$ cat src/rtl/key_arbiter.sv
// key_arbiter: four active-low panel keys sharing one debounce/long-press timer.
// One key at a time owns the counter; the lowest pressed index wins.
module key_arbiter #(
    parameter logic [24:0] CNT_MAX  = 25'd399_999,
    parameter logic [24:0] LONG_MAX = 25'd24_999_999
) (
    input  logic       sys_clk,
    input  logic       sys_rst_n,
    input  logic [3:0] key_in,
    output logic [3:0] key_press,
    output logic [3:0] key_long,
    output logic [1:0] key_id,
    output logic       busy
);

    typedef enum logic [1:0] {
        IDLE,
        DEBOUNCE,
        PRESSED,
        RELEASE
    } state_t;

    state_t      r_state;
    state_t      w_state_nxt;
    logic [3:0]  r_sync1;
    logic [3:0]  r_key_s;
    logic [24:0] r_cnt;
    logic [24:0] w_cnt_nxt;
    logic [1:0]  r_sel;
    logic [1:0]  w_sel_nxt;
    logic        r_long_done;
    logic        w_long_done_nxt;
    logic [3:0]  r_press;
    logic [3:0]  w_press_nxt;
    logic [3:0]  r_long;
    logic [3:0]  w_long_nxt;
    logic [1:0]  w_low_idx;
    logic        w_sel_high;

    always_ff @(posedge sys_clk or negedge sys_rst_n) begin
        if (!sys_rst_n) begin
            r_sync1 <= 4'hF;
            r_key_s <= 4'hF;
        end else begin
            r_sync1 <= key_in;
            r_key_s <= r_sync1;
        end
    end

    // Descending scan so the lowest pressed index is the last writer.
    always_comb begin
        w_low_idx = 2'd0;
        for (int i = 3; i >= 0; i--) begin
            if (!r_key_s[i]) w_low_idx = 2'(i);
        end
    end

    assign w_sel_high = r_key_s[r_sel];

    always_comb begin
        w_state_nxt     = r_state;
        w_cnt_nxt       = r_cnt;
        w_sel_nxt       = r_sel;
        w_long_done_nxt = r_long_done;
        w_press_nxt     = 4'b0000;
        w_long_nxt      = 4'b0000;
        case (r_state)
            IDLE: begin
                if (r_key_s != 4'hF) begin
                    w_state_nxt = DEBOUNCE;
                    w_sel_nxt   = w_low_idx;
                    w_cnt_nxt   = '0;
                end
            end
            DEBOUNCE: begin
                if (w_sel_high) begin
                    w_state_nxt = IDLE;
                    w_cnt_nxt   = '0;
                end else if (r_cnt == CNT_MAX) begin
                    w_state_nxt     = PRESSED;
                    w_cnt_nxt       = '0;
                    w_press_nxt     = 4'b0001 << r_sel;
                    w_long_done_nxt = 1'b0;
                end else begin
                    w_cnt_nxt = r_cnt + 25'd1;
                end
            end
            PRESSED: begin
                if (w_sel_high) begin
                    w_state_nxt = RELEASE;
                    w_cnt_nxt   = '0;
                end else if (r_cnt == LONG_MAX) begin
                    // Counter parks at LONG_MAX so the pulse cannot repeat.
                    if (!r_long_done) begin
                        w_long_nxt      = 4'b0001 << r_sel;
                        w_long_done_nxt = 1'b1;
                    end
                end else begin
                    w_cnt_nxt = r_cnt + 25'd1;
                end
            end
            RELEASE: begin
                if (!w_sel_high) begin
                    w_cnt_nxt = '0;
                end else if (r_cnt == CNT_MAX) begin
                    w_state_nxt = IDLE;
                    w_cnt_nxt   = '0;
                end else begin
                    w_cnt_nxt = r_cnt + 25'd1;
                end
            end
            default: begin
                w_state_nxt = IDLE;
                w_cnt_nxt   = '0;
            end
        endcase
    end

    always_ff @(posedge sys_clk or negedge sys_rst_n) begin
        if (!sys_rst_n) begin
            r_state     <= IDLE;
            r_cnt       <= '0;
            r_sel       <= 2'd0;
            r_long_done <= 1'b0;
            r_press     <= 4'b0000;
            r_long      <= 4'b0000;
        end else begin
            r_state     <= w_state_nxt;
            r_cnt       <= w_cnt_nxt;
            r_sel       <= w_sel_nxt;
            r_long_done <= w_long_done_nxt;
            r_press     <= w_press_nxt;
            r_long      <= w_long_nxt;
        end
    end

    assign key_press = r_press;
    assign key_long  = r_long;
    assign key_id    = r_sel;
    assign busy      = (r_state != IDLE);

endmodule
$ cat config.mk
export PLATFORM = sky130hd
export DESIGN_NAME = key_arbiter
export DESIGN_NICKNAME = d
export VERILOG_FILES = /design/src/rtl/key_arbiter.sv
export SDC_FILE = /design/constraint.sdc
export NUM_CORES = 1
export LEC_CHECK = 0
export ABC_AREA = 0
export BUFFER_PORTS_ARGS = -buffer_cell sky130_fd_sc_hd__buf_4
export CELL_PAD_IN_SITES_DETAIL_PLACEMENT = 1
export CELL_PAD_IN_SITES_GLOBAL_PLACEMENT = 1
export CORE_AREA = 8 8 91 93
export CTS_BUF_LIST = sky130_fd_sc_hd__clkbuf_8 sky130_fd_sc_hd__clkbuf_16
export DETAILED_ROUTE_END_ITERATION = 6
export DIE_AREA = 0 0 99 101
export GPL_ROUTABILITY_DRIVEN = 0
export HOLD_SLACK_MARGIN = 0.05
export PLACE_DENSITY_LB_ADDON = 0.1
export SETUP_SLACK_MARGIN = 0.1
export SLEW_MARGIN = 40
export SYNTH_ARGS = -nofsm -noshare
export SYNTH_HDL_FRONTEND = slang
export SYNTH_SLANG_ARGS = --single-unit
$ cat constraint.sdc
create_clock -name sys_clk -period 4.1 [get_ports sys_clk]
set_input_delay 0.82 -clock sys_clk [delete_from_list [all_inputs] [get_ports sys_clk]]
set_output_delay 0.82 -clock sys_clk [all_outputs]
set_load 0.02 [all_outputs]
======== After elaboration in Yosys (flattened, before gate mapping) ========
Cells that the tools add are included.
storage, ports and cells
  register bits ........................... 46
  input bits .............................. 6
  output and inout bits ................... 11
cells by class
  $add $sub $neg .......................... 1
  $lt $le $gt $ge ......................... 1
  eq/ne operators ......................... 16
  shifts and indexed selects .............. 1
  multiplexer cells ....................... 32
  reductions and logical operators ........ 7
operators with widths
  kind                   count
  $mux 25                6
  $pmux 25 s4            1
  $mux 4                 7
  $add 25x1->25 const B  1
  $eq 25x19->1 const B   1
  $eq 25x25->1 const B   1
  $mux 2                 10
  $ne 2x2->1 const B     8
  $reduce_and 5->1       2
  $pmux 2 s4             1
  $ne 3x3->1 const B     2
  $mux 1                 5
  $eq 2x2->1 const B     2
  $ne 4x4->1 const B     1
  $reduce_and 2->1       2
  $reduce_bool 2->1      2
  $shl 1x2->4 const A    1
  $lt 2x3->1 const B     1
  $bmux 1 s2             1
  $eq 2x1->1 const B     1
  $logic_not 2->1        1
  $pmux 1 s2             1

======== Longest topological paths before layout ========
  word-level depth ........................ 5
  mapped depth ............................ 9

======== Least setup slack after synthesis ========
Ideal clock, no wire load.
  path kind ............................... reg2reg
  start point ............................. register r_sel[0], in the netlist key_id[0]
  end point ............................... register r_cnt[12]
  arrival time ............................ 2.205 ns
  slack ................................... 1.774 ns
  cell stages (with the launch flop) ...... 8
  path buffers ............................ 2
  period minus slack after synthesis ...... 2.326 ns
  path through ............................ dfrtp_1 > buf_2 > mux4_2 > and3_1 > o32ai_2 > a21bo_2 > buf_2 > a22o_1
between the ends
  cells in the longest elaborated chain, start to end .. 4
  elaborated cells between the ends (all ways) .. 8
RTL lines
  what                                                    RTL line  RTL
  start: declaration                                      29        logic [1:0] r_sel;
  start signal: assignment                                130       r_sel <= w_sel_nxt;
  $bmux 1 s2 *                                            58        assign w_sel_high = r_key_s[r_sel];
  $mux 1 (implied by the code) *                          58
  $mux 25, or another cell as far along                   103       if (!w_sel_high) begin
  $pmux 25 s4 / $reduce_and 2->1 (equally long branches)  --
  end signal: assignment                                  129       r_cnt <= w_cnt_nxt;
  end: declaration                                        27        logic [24:0] r_cnt;
Mark *: on every way between the ends. The rest lies on a longest branch, timed or not. The select of a mux whose other input is x is not followed.
A chain may end at the register's enable or synchronous reset.

======== Final worst setup path ========
  start point ............................. register r_cnt[10]
  end point ............................... register r_cnt[3]
between the ends
  cells in the longest elaborated chain, start to end .. 4
  elaborated cells between the ends (all ways) .. 8
RTL lines
  what                        RTL line  RTL
  $eq 25x19->1                79, 105
  $mux 25                     79, 105
  $mux 25 (on tied branches)  103, 76
  $pmux 25 s4                 67        case (r_state)
Parallel ways exist; a longest one is shown, timed or not.

==> impl_metrics.csv <==
group,metric,value,unit
outcome,status,"finished, final reports clean",
power_and_ir_drop,ir_drop,0.000177,V
die,coreArea,6940,um2
final_layout,finalNetCount,260,
worst_setup_path,crit_type,"reg -> reg",
timing,slew_headroom,60.0,%
final_layout,utilization,37.3,%
clock_tree,postCtsSetupRepairBufs,0,
synth,synth_flop_cell,"dfrtp_1",
synth,synth-seq-area-share,49.8,%
timing,fin_ws,1.40,ns
synth,yosysUniqueCellTypes,48,
timing,rsz0062_at_grt,"no",
hold_path,hold_class,"reg -> reg",
worst_setup_path,cp_data_required_time,4.28,ns
clock_tree,clockRootBuffer,"clkbuf_8",
timing,post-route-min-period,2.70,ns
worst_setup_path,crit_fanout,17,
final_layout,num_antenna_cells,0,
synth,netlist_area,2330,um2
power_and_ir_drop,p_leak,1.14,nW
clock_tree,hold_buffers,0,
placed_design,dp_hpwl,4140,um
grt,grt_pass1_wl,10100,um
synth,ys_top_cells_by_area,"dfrtp_1, dfstp_2, nand2_1",
synth,synthTopCellsByCount,"dfrtp_1, nand2_1, nor2_1",
timing,hold_viol,0,
timing,period_share,65.8,%
clock_tree,cts_tree,"yes",
timing,slew_violations,0,
detailed_routing,postRouteAntennaNets,0,
synth,postSynthCellCount,240,
die,die-width,99,um
timing,tightest_slew,0.599,ns
grt,grt_overflow,0,
synth,async_flop_share,100,%
timing,fin_setup_tns,0,ns
final_layout,area_growth_syn_to_layout,10.8,%
synth,yosys.area_share.simple,25.7,%
die,ios,17,
detailed_routing,first_iter_violations,118,
grt,antenna_found_initial,0,
synth,synth_compound_area_share,17.4,%
synth,synth_fp_nets,247,
grt,grtUsageTotal,12.6,%
clock_tree,clkLatencyLatePin,0.31,ns
die,rows,31,
clock_tree,cts-resized-gates,0,
worst_setup_path,crit_path_start_kind,"flop",
flow_run,cap_violations,0,
clock_tree,cts_buffer_depth,2,
synth,yosys_warnings,0,
synth,synth_top_family_by_area,"simple AND/OR/NAND/NOR gates",
clock_tree,cts.clk_slew.worst_paths,0.10,ns
clock_tree,cts_num_sinks,46,
synth,synth-seq-cells,46,
timing,clock.fmax,0.371,GHz
grt,grt_start_max_net_pins,47,
detailed_routing,dr.pass1.iters,4,
synth,synth.mux.area_fraction,3.16,%
placed_design,io_buffers,16,
detailed_routing,wl_per_cell,17.8,um
synth,synth_xor_area_share,0,%
final_layout,drive_gt1_share,15.0,%
synth,yosysMostFrequentCell,"dfrtp_1",
final_layout,num-fill-cells,804,
die,initial_core_util,33.6,%
synth,synth.largest_area_cell,"dfrtp_1",
synth,synth_edf_count,0,
die,fp.dieH,101,um
detailed_routing,drt-total-wl,5980,um
placed_design,pre_cts_slack,1.38,ns
die,dieArea,10000,um2
power_and_ir_drop,power_per_cell_area,451,nW/um2
power_and_ir_drop,p_total,1.17,mW
clock_tree,cts_max_level,2,
final_layout,regArea,1160,um2
detailed_routing,viasPerCell,5.48,
detailed_routing,num_vias,1840,
timing,hold_ws,0.359,ns
timing,fin_skew,0.0149,ns
synth,synthAdderAreaFrac,0.536,%
clock_tree,numCtsBuffers,5,
synth,synth_area_per_cell,9.72,um2
timing,setup_viol,0,
final_layout,multiInputGateArea,1090,um2
worst_setup_path,cp-end-kind,"flop",
worst_setup_path,crit_arrival,2.88,ns
synth,yosysTopAreaCellShare,40.8,%
detailed_routing,drc,0,
grt,grt_pass1_vias,1889,
[routing by layer]
| layer | wire [um] | vias to the layer above | track usage (%) | part of all wire, % |
|---|---|---|---|---|
| met3 | 132 | 6 | 2.62 | 2.2 |
| met4 | 64 | 0 | 3.90 | 1.1 |
| met1 | 3190 | 907 | 17.7 | 53 |
| li1 | - | 909 | - | - |
| met2 | 2590 | 18 | 18.9 | 43 |
| met5 | 0 | - | 0 | 0 |
[final cells by class]
class	instances	share of cell area (%)
Inverter	6	0.871
Sequential cell	46	44.9
Clock inverter	3	0.677
Timing Repair Buffer	16	4.64
Multi-Input combinational cell	178	42.3
Clock buffer	5	2.66
Tap cell	82	3.97
[worst max-delay path, stage by stage (launching register included)]
cell	delay, ns
dfrtp_1	0.45
nor4b_1	0.34
nand2_1	0.18
or4_1	0.69
o21ai_4	0.47
nor3_1	0.10
a221o_1	0.34
[registers in the layout, summed over array words and instances, names as in the netlist, named ones only]
signal,count
key_id,2
key_long,4
key_press,4
r_cnt,25
r_key_s,4
r_long_done,1
r_state,1
r_sync1,4
[cells by family after synthesis]
group                      Yosys count
muxes                                6
and+or+nand+nor                    114
adders and majority gates            1
buffers and inverters               16
DFF                                 46
AOI/OAI and AO/OA                   57
[power by group]
part           leakage [nW]  total, mW  internal (mW)  switching [mW]
sequential            0.608      0.532          0.483          0.0486
clock                0.0493      0.279          0.118           0.161
combinational         0.480      0.356          0.132           0.224
total                  1.14       1.17          0.733           0.434
[layout by cell type (no fill, tap or decap), types with 2 or more instances in the layout]
master    count
o311ai_0      2
buf_4        16
nand3b_1      3
nor3_1        7
dfrtp_1      38
nand3_1      12
a21o_1        3
nor2b_1       3
and4_1        2
nor2_1       19
o211ai_1      2
and3_1       10
nand4_1       5
mux2i_1       4
inv_1         7
clkbuf_8      5
dfstp_2       8
o21ai_0      13
a21oi_1      10
or3_1         7
and2_1        3
nand2b_1      2
nand2_1      30
nor4bb_1      2
a31oi_1       4
o31ai_1       3
nor4b_1       4
o22ai_1       2
a22o_1        9
[worst paths after layout]
kind                                            start               endpoint  slack (ns)  cells after the start
worst min-delay path             r_sync1[1]$_DFF_PN1_   r_key_s[1]$_DFF_PN1_        0.36                      0
worst max register to register  r_cnt[10]$_DFFE_PN0P_   r_cnt[3]$_DFFE_PN0P_        1.40                      6
min in group asynchronous                   sys_rst_n  key_long[3]$_DFF_PN0_        0.52                      1
worst max-delay path            r_cnt[10]$_DFFE_PN0P_   r_cnt[3]$_DFFE_PN0P_        1.40                      6
max in group asynchronous                   sys_rst_n  r_cnt[24]$_DFFE_PN0P_        3.17                      1
worst min register to register   r_sync1[1]$_DFF_PN1_   r_key_s[1]$_DFF_PN1_        0.36                      0
[per-stage QoR]
stage / area (um2) / instances
global placement: 2500 / 328
finish: 2590 / 336
global route: 2590 / 336
detailed placement: 2500 / 328
CTS: 2590 / 336
floorplan: 2330 / 240
No activity file was read; power rests on OpenSTA's default activity.
